`src/rtl/uart_tx_line_arbiter_if.sv`:
```
// Bundle of the serial lines and status flags between the two serial
// sources, the uart_tx line arbiter and the board pin.
// master : drives the two source lines and the diagnostic request.
// slave  : the arbiter; drives the pin, the grant and the status outputs.
interface uart_tx_line_arbiter_if;
  logic       cpu_sout;
  logic       hw_sout;
  logic       hw_req;
  logic       hw_gnt;
  logic       uart_tx;
  logic       owner_hw;
  logic [7:0] cpu_lost_cnt;
  logic       hw_timeout;

  modport master (
    output cpu_sout,
    output hw_sout,
    output hw_req,
    input  hw_gnt,
    input  uart_tx,
    input  owner_hw,
    input  cpu_lost_cnt,
    input  hw_timeout
  );

  modport slave (
    input  cpu_sout,
    input  hw_sout,
    input  hw_req,
    output hw_gnt,
    output uart_tx,
    output owner_hw,
    output cpu_lost_cnt,
    output hw_timeout
  );
endinterface

```
`src/rtl/uart_tx_line_arbiter.sv`:
```
// uart_tx_line_arbiter
// Shares the board uart_tx pin between the 16550 console output (cpu_sout)
// and the diagnostic beacon (hw_sout). Ownership only moves after the
// current owner's line has been idle (mark) for a whole frame gap, so no
// character is ever cut. The CPU always gets the line back between bursts.
// Optional feature: define UART_ARB_TIMEOUT_EN to bound how long the
// diagnostic source may keep the grant (HOLD_MAX_CYC cycles).
module uart_tx_line_arbiter #(
  parameter int BIT_CYC      = 434,
  parameter int IDLE_BITS    = 12,
  parameter int HOLD_MAX_CYC = 50000000
) (
  input  logic             clk_50,
  input  logic             fpga_reset_n,
  uart_tx_line_arbiter_if.slave bus
);

  localparam int GAP    = BIT_CYC * IDLE_BITS;
  localparam int IDLE_W = $clog2(GAP + 1);
  localparam logic [IDLE_W-1:0] GAP_V = IDLE_W'(GAP);

  // A zero or negative hold limit would make the forced release meaningless.
  if (HOLD_MAX_CYC < 1) begin : g_hold_param_err
    $error("uart_tx_line_arbiter: HOLD_MAX_CYC must be at least 1");
  end

  typedef enum logic [1:0] {
    CPU_OWN  = 2'd0,
    WAIT_GAP = 2'd1,
    HW_OWN   = 2'd2,
    RELEASE  = 2'd3
  } state_t;

  state_t            state_r;
  state_t            state_next_s;
  logic [IDLE_W-1:0] idle_cnt_r;
  logic              mon_line_s;
  logic              gap_ok_s;
  logic              timeout_hit_s;
  logic              hw_gnt_r;
  logic              owner_hw_r;
  logic              uart_tx_r;
  logic              cpu_prev_r;
  logic [7:0]        cpu_lost_cnt_r;

  // The idle gap is measured on whichever line currently owns (or is about
  // to give up) the pin.
  always_comb begin
    mon_line_s = bus.cpu_sout;
    case (state_r)
      CPU_OWN,
      WAIT_GAP: mon_line_s = bus.cpu_sout;
      HW_OWN,
      RELEASE:  mon_line_s = bus.hw_sout;
      default:  mon_line_s = bus.cpu_sout;
    endcase
  end

  assign gap_ok_s = (idle_cnt_r == GAP_V);

`ifdef UART_ARB_TIMEOUT_EN
  localparam int HOLD_W = $clog2(HOLD_MAX_CYC + 1);
  localparam logic [HOLD_W-1:0] HOLD_LAST = HOLD_W'(HOLD_MAX_CYC - 1);

  logic [HOLD_W-1:0] hold_cnt_r;
  logic              hw_timeout_r;

  // The forced release fires on the cycle that completes HOLD_MAX_CYC
  // cycles of diagnostic ownership.
  assign timeout_hit_s = (state_r == HW_OWN) && (hold_cnt_r == HOLD_LAST);

  // Count cycles spent in HW_OWN; any entry into or exit from it restarts.
  always_ff @(posedge clk_50 or negedge fpga_reset_n) begin
    if (!fpga_reset_n) begin
      hold_cnt_r <= {HOLD_W{1'b0}};
    end else if ((state_r == HW_OWN) && (state_next_s == HW_OWN)) begin
      hold_cnt_r <= hold_cnt_r + HOLD_W'(1);
    end else begin
      hold_cnt_r <= {HOLD_W{1'b0}};
    end
  end

  // One-cycle flag only when the release was forced, not requested.
  always_ff @(posedge clk_50 or negedge fpga_reset_n) begin
    if (!fpga_reset_n) begin
      hw_timeout_r <= 1'b0;
    end else begin
      hw_timeout_r <= timeout_hit_s & bus.hw_req;
    end
  end

  assign bus.hw_timeout = hw_timeout_r;
`else
  assign timeout_hit_s  = 1'b0;
  assign bus.hw_timeout = 1'b0;
`endif

  // Ownership state register.
  always_ff @(posedge clk_50 or negedge fpga_reset_n) begin
    if (!fpga_reset_n) begin
      state_r <= CPU_OWN;
    end else begin
      state_r <= state_next_s;
    end
  end

  // Next-state logic. A request drop in WAIT_GAP beats a simultaneous gap,
  // and requests seen in RELEASE wait until the CPU has the line again.
  always_comb begin
    state_next_s = state_r;
    case (state_r)
      CPU_OWN: begin
        if (bus.hw_req) begin
          state_next_s = WAIT_GAP;
        end else begin
          state_next_s = CPU_OWN;
        end
      end
      WAIT_GAP: begin
        if (!bus.hw_req) begin
          state_next_s = CPU_OWN;
        end else if (gap_ok_s) begin
          state_next_s = HW_OWN;
        end else begin
          state_next_s = WAIT_GAP;
        end
      end
      HW_OWN: begin
        if (!bus.hw_req || timeout_hit_s) begin
          state_next_s = RELEASE;
        end else begin
          state_next_s = HW_OWN;
        end
      end
      RELEASE: begin
        if (gap_ok_s) begin
          state_next_s = CPU_OWN;
        end else begin
          state_next_s = RELEASE;
        end
      end
      default: state_next_s = CPU_OWN;
    endcase
  end

  // Consecutive-mark counter on the monitored line, saturating at the gap
  // and restarted on every ownership state change.
  always_ff @(posedge clk_50 or negedge fpga_reset_n) begin
    if (!fpga_reset_n) begin
      idle_cnt_r <= {IDLE_W{1'b0}};
    end else if (state_next_s != state_r) begin
      idle_cnt_r <= {IDLE_W{1'b0}};
    end else if (!mon_line_s) begin
      idle_cnt_r <= {IDLE_W{1'b0}};
    end else if (!gap_ok_s) begin
      idle_cnt_r <= idle_cnt_r + IDLE_W'(1);
    end else begin
      idle_cnt_r <= idle_cnt_r;
    end
  end

  // Grant and owner flags follow the state being entered, so they rise in
  // the same cycle the state becomes HW_OWN.
  always_ff @(posedge clk_50 or negedge fpga_reset_n) begin
    if (!fpga_reset_n) begin
      hw_gnt_r   <= 1'b0;
      owner_hw_r <= 1'b0;
    end else begin
      hw_gnt_r   <= (state_next_s == HW_OWN);
      owner_hw_r <= (state_next_s == HW_OWN) || (state_next_s == RELEASE);
    end
  end

  // Registered pin mux; both lines are idle whenever owner_hw flips, so the
  // pin cannot dip low at a handover.
  always_ff @(posedge clk_50 or negedge fpga_reset_n) begin
    if (!fpga_reset_n) begin
      uart_tx_r <= 1'b1;
    end else if (owner_hw_r) begin
      uart_tx_r <= bus.hw_sout;
    end else begin
      uart_tx_r <= bus.cpu_sout;
    end
  end

  // Count CPU start bits (falling edges) that were dropped because the
  // diagnostic source owned the pin; saturates and only reset clears it.
  always_ff @(posedge clk_50 or negedge fpga_reset_n) begin
    if (!fpga_reset_n) begin
      cpu_prev_r     <= 1'b1;
      cpu_lost_cnt_r <= 8'd0;
    end else begin
      cpu_prev_r <= bus.cpu_sout;
      if (owner_hw_r && cpu_prev_r && !bus.cpu_sout && (cpu_lost_cnt_r != 8'hFF)) begin
        cpu_lost_cnt_r <= cpu_lost_cnt_r + 8'd1;
      end else begin
        cpu_lost_cnt_r <= cpu_lost_cnt_r;
      end
    end
  end

  assign bus.hw_gnt       = hw_gnt_r;
  assign bus.owner_hw     = owner_hw_r;
  assign bus.uart_tx      = uart_tx_r;
  assign bus.cpu_lost_cnt = cpu_lost_cnt_r;

endmodule

```
`src/flat_wrapper.sv`:
```
// flat-port wrapper written by rule: the top's interface ports become plain ports
module uart_tx_line_arbiter_flat 
#(
  parameter int BIT_CYC      = 434,
  parameter int IDLE_BITS    = 12,
  parameter int HOLD_MAX_CYC = 50000000
)
  (clk_50, fpga_reset_n, bus_cpu_sout, bus_hw_sout, bus_hw_req, bus_hw_gnt, bus_uart_tx, bus_owner_hw, bus_cpu_lost_cnt, bus_hw_timeout);
  uart_tx_line_arbiter_if bus_i ();
  input  logic clk_50;
  input  logic fpga_reset_n;
  input wire logic [$bits(bus_i.cpu_sout)-1:0] bus_cpu_sout;
  input wire logic [$bits(bus_i.hw_sout)-1:0] bus_hw_sout;
  input wire logic [$bits(bus_i.hw_req)-1:0] bus_hw_req;
  output wire logic [$bits(bus_i.hw_gnt)-1:0] bus_hw_gnt;
  output wire logic [$bits(bus_i.uart_tx)-1:0] bus_uart_tx;
  output wire logic [$bits(bus_i.owner_hw)-1:0] bus_owner_hw;
  output wire logic [$bits(bus_i.cpu_lost_cnt)-1:0] bus_cpu_lost_cnt;
  output wire logic [$bits(bus_i.hw_timeout)-1:0] bus_hw_timeout;
  assign bus_i.cpu_sout = bus_cpu_sout;
  assign bus_i.hw_sout = bus_hw_sout;
  assign bus_i.hw_req = bus_hw_req;
  assign bus_hw_gnt = bus_i.hw_gnt;
  assign bus_uart_tx = bus_i.uart_tx;
  assign bus_owner_hw = bus_i.owner_hw;
  assign bus_cpu_lost_cnt = bus_i.cpu_lost_cnt;
  assign bus_hw_timeout = bus_i.hw_timeout;
  uart_tx_line_arbiter #(.BIT_CYC(BIT_CYC), .IDLE_BITS(IDLE_BITS), .HOLD_MAX_CYC(HOLD_MAX_CYC)) u_core (.clk_50(clk_50), .fpga_reset_n(fpga_reset_n), .bus(bus_i));
endmodule
```
`config.mk`:
```
export PLATFORM = sky130hd
export DESIGN_NAME = uart_tx_line_arbiter_flat
export DESIGN_NICKNAME = d
export VERILOG_FILES = /design/src/rtl/uart_tx_line_arbiter_if.sv /design/src/rtl/uart_tx_line_arbiter.sv /design/src/flat_wrapper.sv
export SDC_FILE = /design/constraint.sdc
export NUM_CORES = 1
export LEC_CHECK = 0
export CAP_MARGIN = 30
export CORE_ASPECT_RATIO = 1.5
export CORE_MARGIN = 1
export CORE_UTILIZATION = 54
export CTS_CLUSTER_SIZE = 25
export DETAILED_ROUTE_END_ITERATION = 8
export GPL_ROUTABILITY_DRIVEN = 0
export GPL_TIMING_DRIVEN = 0
export PLACE_DENSITY = 0.85
export SYNTH_ARGS = -nofsm -noshare
export SYNTH_HDL_FRONTEND = slang
export SYNTH_SLANG_ARGS = --single-unit
```
`constraint.sdc`:
```
create_clock -name clk_50 -period 1.6 [get_ports clk_50]
set_input_delay 0.48 -clock clk_50 [delete_from_list [all_inputs] [get_ports clk_50]]
set_output_delay 0.48 -clock clk_50 [all_outputs]
set_load 0.1 [all_outputs]
```
==> run_results.csv <==
group,metric,value,unit
run_status,outcome,"completed",
cts,htreeDepth,1,
synthesis,synthTopCellsByCount,"dfrtp_1 (25), nor2_1 (14), nand2_1 (11)",
synthesis,yosys.area.top_type,"dfrtp_1",
placement,hpwl,1.87,mm
finish,nets,160,
run,max-cap-violations,0,
floorplanning,die_area,0.00267,sq mm
cts,cts_root_buf,"clkbuf_4",
synthesis,synth-edff-count,0,
synthesis,synth_cells,126,
global_routing,antenna_found_initial,0,
synthesis,syn_avg_cell_area,10.5,sq um
cts,holdBufCountCts,0,
finish,area_delta_synth_final,25.0,%
synthesis,syn-cell-area,0.00133,sq mm
cts,clock_sinks,27,
timing,setup_ws,0.0143,ns
critical_path,crit_chain,"inv_1 -> ha_1 -> and4bb_1 -> nand4_1 -> or3b_4 -> nand2_1",
synthesis,synth-seq-cells,27,
timing,min_period,1.59,ns
cts,clkTransAtPathRegs,0.14,ns
synthesis,synthArstFlopShare,100,%
synthesis,synth_area_leaders,"dfrtp_1 (47%), xnor2_1 (6.6%), xor2_1 (5.3%), dfstp_2 (4.0%), nor2_1 (4.0%)",
critical_path,crit_slowest_cell,"or3b_4",
power_and_ir_drop,powerDensity,1290,mW/mm^2
critical_path,cp.buffers_inverters,1,
drt,dr_total_vias,1014,
synthesis,synth_cell_types,36,
timing,grt_setup_unrepaired,"yes",
drt,top_layer,"met4",
timing,setup-tns-final,0,ns
placement,pre_cts_ws,-0.498,ns
global_routing,grt_pass1_wl,4.53,mm
timing,setup_viol,0,
finish,antenna_cells,0,
critical_path,rrSetupSlack,0.01,ns
cts,cts_buffer_depth,2,
drt,route.met3.wl,87,microns
timing,drv_slew,0,
placement,port_buffers,15,
critical_path,crit_cells,6,
critical_path,crit_arrival,1.85,ns
synthesis,synthDominantCellAreaShare,47.1,%
drt,drt_iter0_drc,25,
cts,numCtsBuffers,3,
drt,routed_wirelength,2.64,mm
critical_path,worst-r2r-cell-count,6,
synthesis,synth_flop_cell,"dfrtp_1",
power_and_ir_drop,vdd_ir_drop_max,1000,uV
cts,cts_tree,"yes",
critical_path,cp_top_family,"simple AND/OR/NAND/NOR gates",
timing,tightest_slew,0.622,ns
timing,fin_skew,0.00495,ns
synthesis,yosysWarnings,0,
global_routing,overflow,0,
cts,clock_latency,0.32,ns
drt,post_drt_via_cell_ratio,5.83,
worst_hold_path,hold_path_class,"input port to flip-flop",
floorplanning,std_cell_rows,21,
timing,max_slew_margin,58.4,%
drt,route.met2.wl,1.45,mm
synthesis,synth.most_common_cell,"dfrtp_1",
power_and_ir_drop,p_leak,0.735,nW
critical_path,max_stage_delay,0.43,ns
timing,hold_viol_final,0,
worst_hold_path,holdPathStages,1,
floorplanning,initial_core_util,58.1,%
critical_path,worstSetupPathType,"flip-flop to flip-flop",
global_routing,grt_max_degree,16,
global_routing,grt_pass1_vias,1024,
drt,drc_errors,0,
floorplanning,dieHeight,62.8,microns
synthesis,ys_seq_area_share,51.0,%
critical_path,crit_required,1.87,ns
critical_path,crit_fanout,3,
floorplanning,core,0.00229,sq mm
global_routing,track_usage,22.2,%
floorplanning,die_w,42.5,microns
finish,drive_above_1_share,30.5,%
synthesis,synthesis.nets,134,
drt,wl_met1,1.00,mm
timing,period_share,99.1,%
critical_path,cp-end-kind,"flip-flop",
critical_path,startpoint_type,"flip-flop",
timing,fmaxAchievable,631,MHz
drt,antenna_left,0,
floorplanning,io_pins,17,
drt,wl_per_cell,15.2,microns
drt,first_pass_iters,4,
[final cells by class]
cell class	instances	area (sq um)
Tap cell	23	28.8
Timing Repair Buffer	21	189
Inverter	6	22.5
Buffer	3	26.3
Sequential cell	27	704
Fill cell	175	624
Clock buffer	4	26.3
Multi-Input combinational cell	90	664
[timing repair]
action,in CTS,in global routing
hold endpoints to repair,0,0
setup endpoints to repair,28,21
resized for setup,71,11
buffers inserted,4,1
pin swaps,2,3
[layer usage]
metal	vias to the layer above	track usage, %
li1	483	-
met1	495	25.6
met2	27	40.0
met3	9	1.73
met4	0	10.9
met5	-	0
[sequential cells by signal (all words and copies together), names as in the netlist]
name                     cells
u_core.idle_cnt_r           13
u_core.bus.cpu_lost_cnt      8
u_core.state_r               2
u_core.bus.hw_gnt            1
u_core.bus.owner_hw          1
u_core.bus.uart_tx           1
u_core.cpu_prev_r            1
[where the power goes]
part	switching (W)	internal (W)	total, W
Clock	0.000190	0.0000977	0.000288
Sequential	0.000106	0.000814	0.000920
Combinational	0.000686	0.000244	0.000930
[stage by stage]
| stage | cell area (sq um) | total power, W | cells | hold slack, ns | utilization (%) |
|---|---|---|---|---|---|
| floorplan | 1360 | 0.00161 | 126 | 0.184 | - |
| global placement | 1530 | 0.00181 | 164 | 0.446 | 67.1 |
| detailed placement | 1550 | 0.00183 | 165 | 0.464 | 67.8 |
| CTS | 1600 | 0.00212 | 173 | 0.484 | 70.1 |
| global route | 1660 | 0.00223 | 174 | 0.301 | 72.7 |
| finish | 1660 | 0.00214 | 174 | 0.313 | 72.7 |
[worst paths after layout]
path                                                  start                                      to
setup / recovery           u_core.idle_cnt_r[0]$_DFFE_PN0P_           u_core.bus.owner_hw$_DFF_PN0_
hold / removal                                 bus_cpu_sout             u_core.cpu_prev_r$_DFF_PN1_
setup reg to reg           u_core.idle_cnt_r[0]$_DFFE_PN0P_           u_core.bus.owner_hw$_DFF_PN0_
hold reg to reg               u_core.bus.owner_hw$_DFF_PN0_            u_core.bus.uart_tx$_DFF_PN1_
max in group asynchronous                      fpga_reset_n             u_core.cpu_prev_r$_DFF_PN1_
min in group asynchronous                      fpga_reset_n  u_core.bus.cpu_lost_cnt[5]$_DFFE_PN0P_
[cell families after synthesis]
family | share of synthesized area [%]
fa+ha+maj | 2.83
simple gates | 23.9
xor+xnor | 11.9
compound gates | 4.99
flops | 51.0
buf+inv | 3.48
mux | 1.60
other cells | 0.282
[cell usage in the layout, fill, tap and decap left out, drive strengths merged, types with 3 or more instances in the layout]
cell,synthesis,routed
dfrtp,25,25
buf,3,19
nor2,14,14
nand2,11,11
xnor2,10,10
xor2,8,8
nand3,7,7
nand4,6,6
inv,6,6
nor3,6,6
clkbuf,0,5
nand3b,4,4
ha,3,3
clkdlybuf4s50,0,3
No activity file was read; power rests on OpenSTA's default activity.
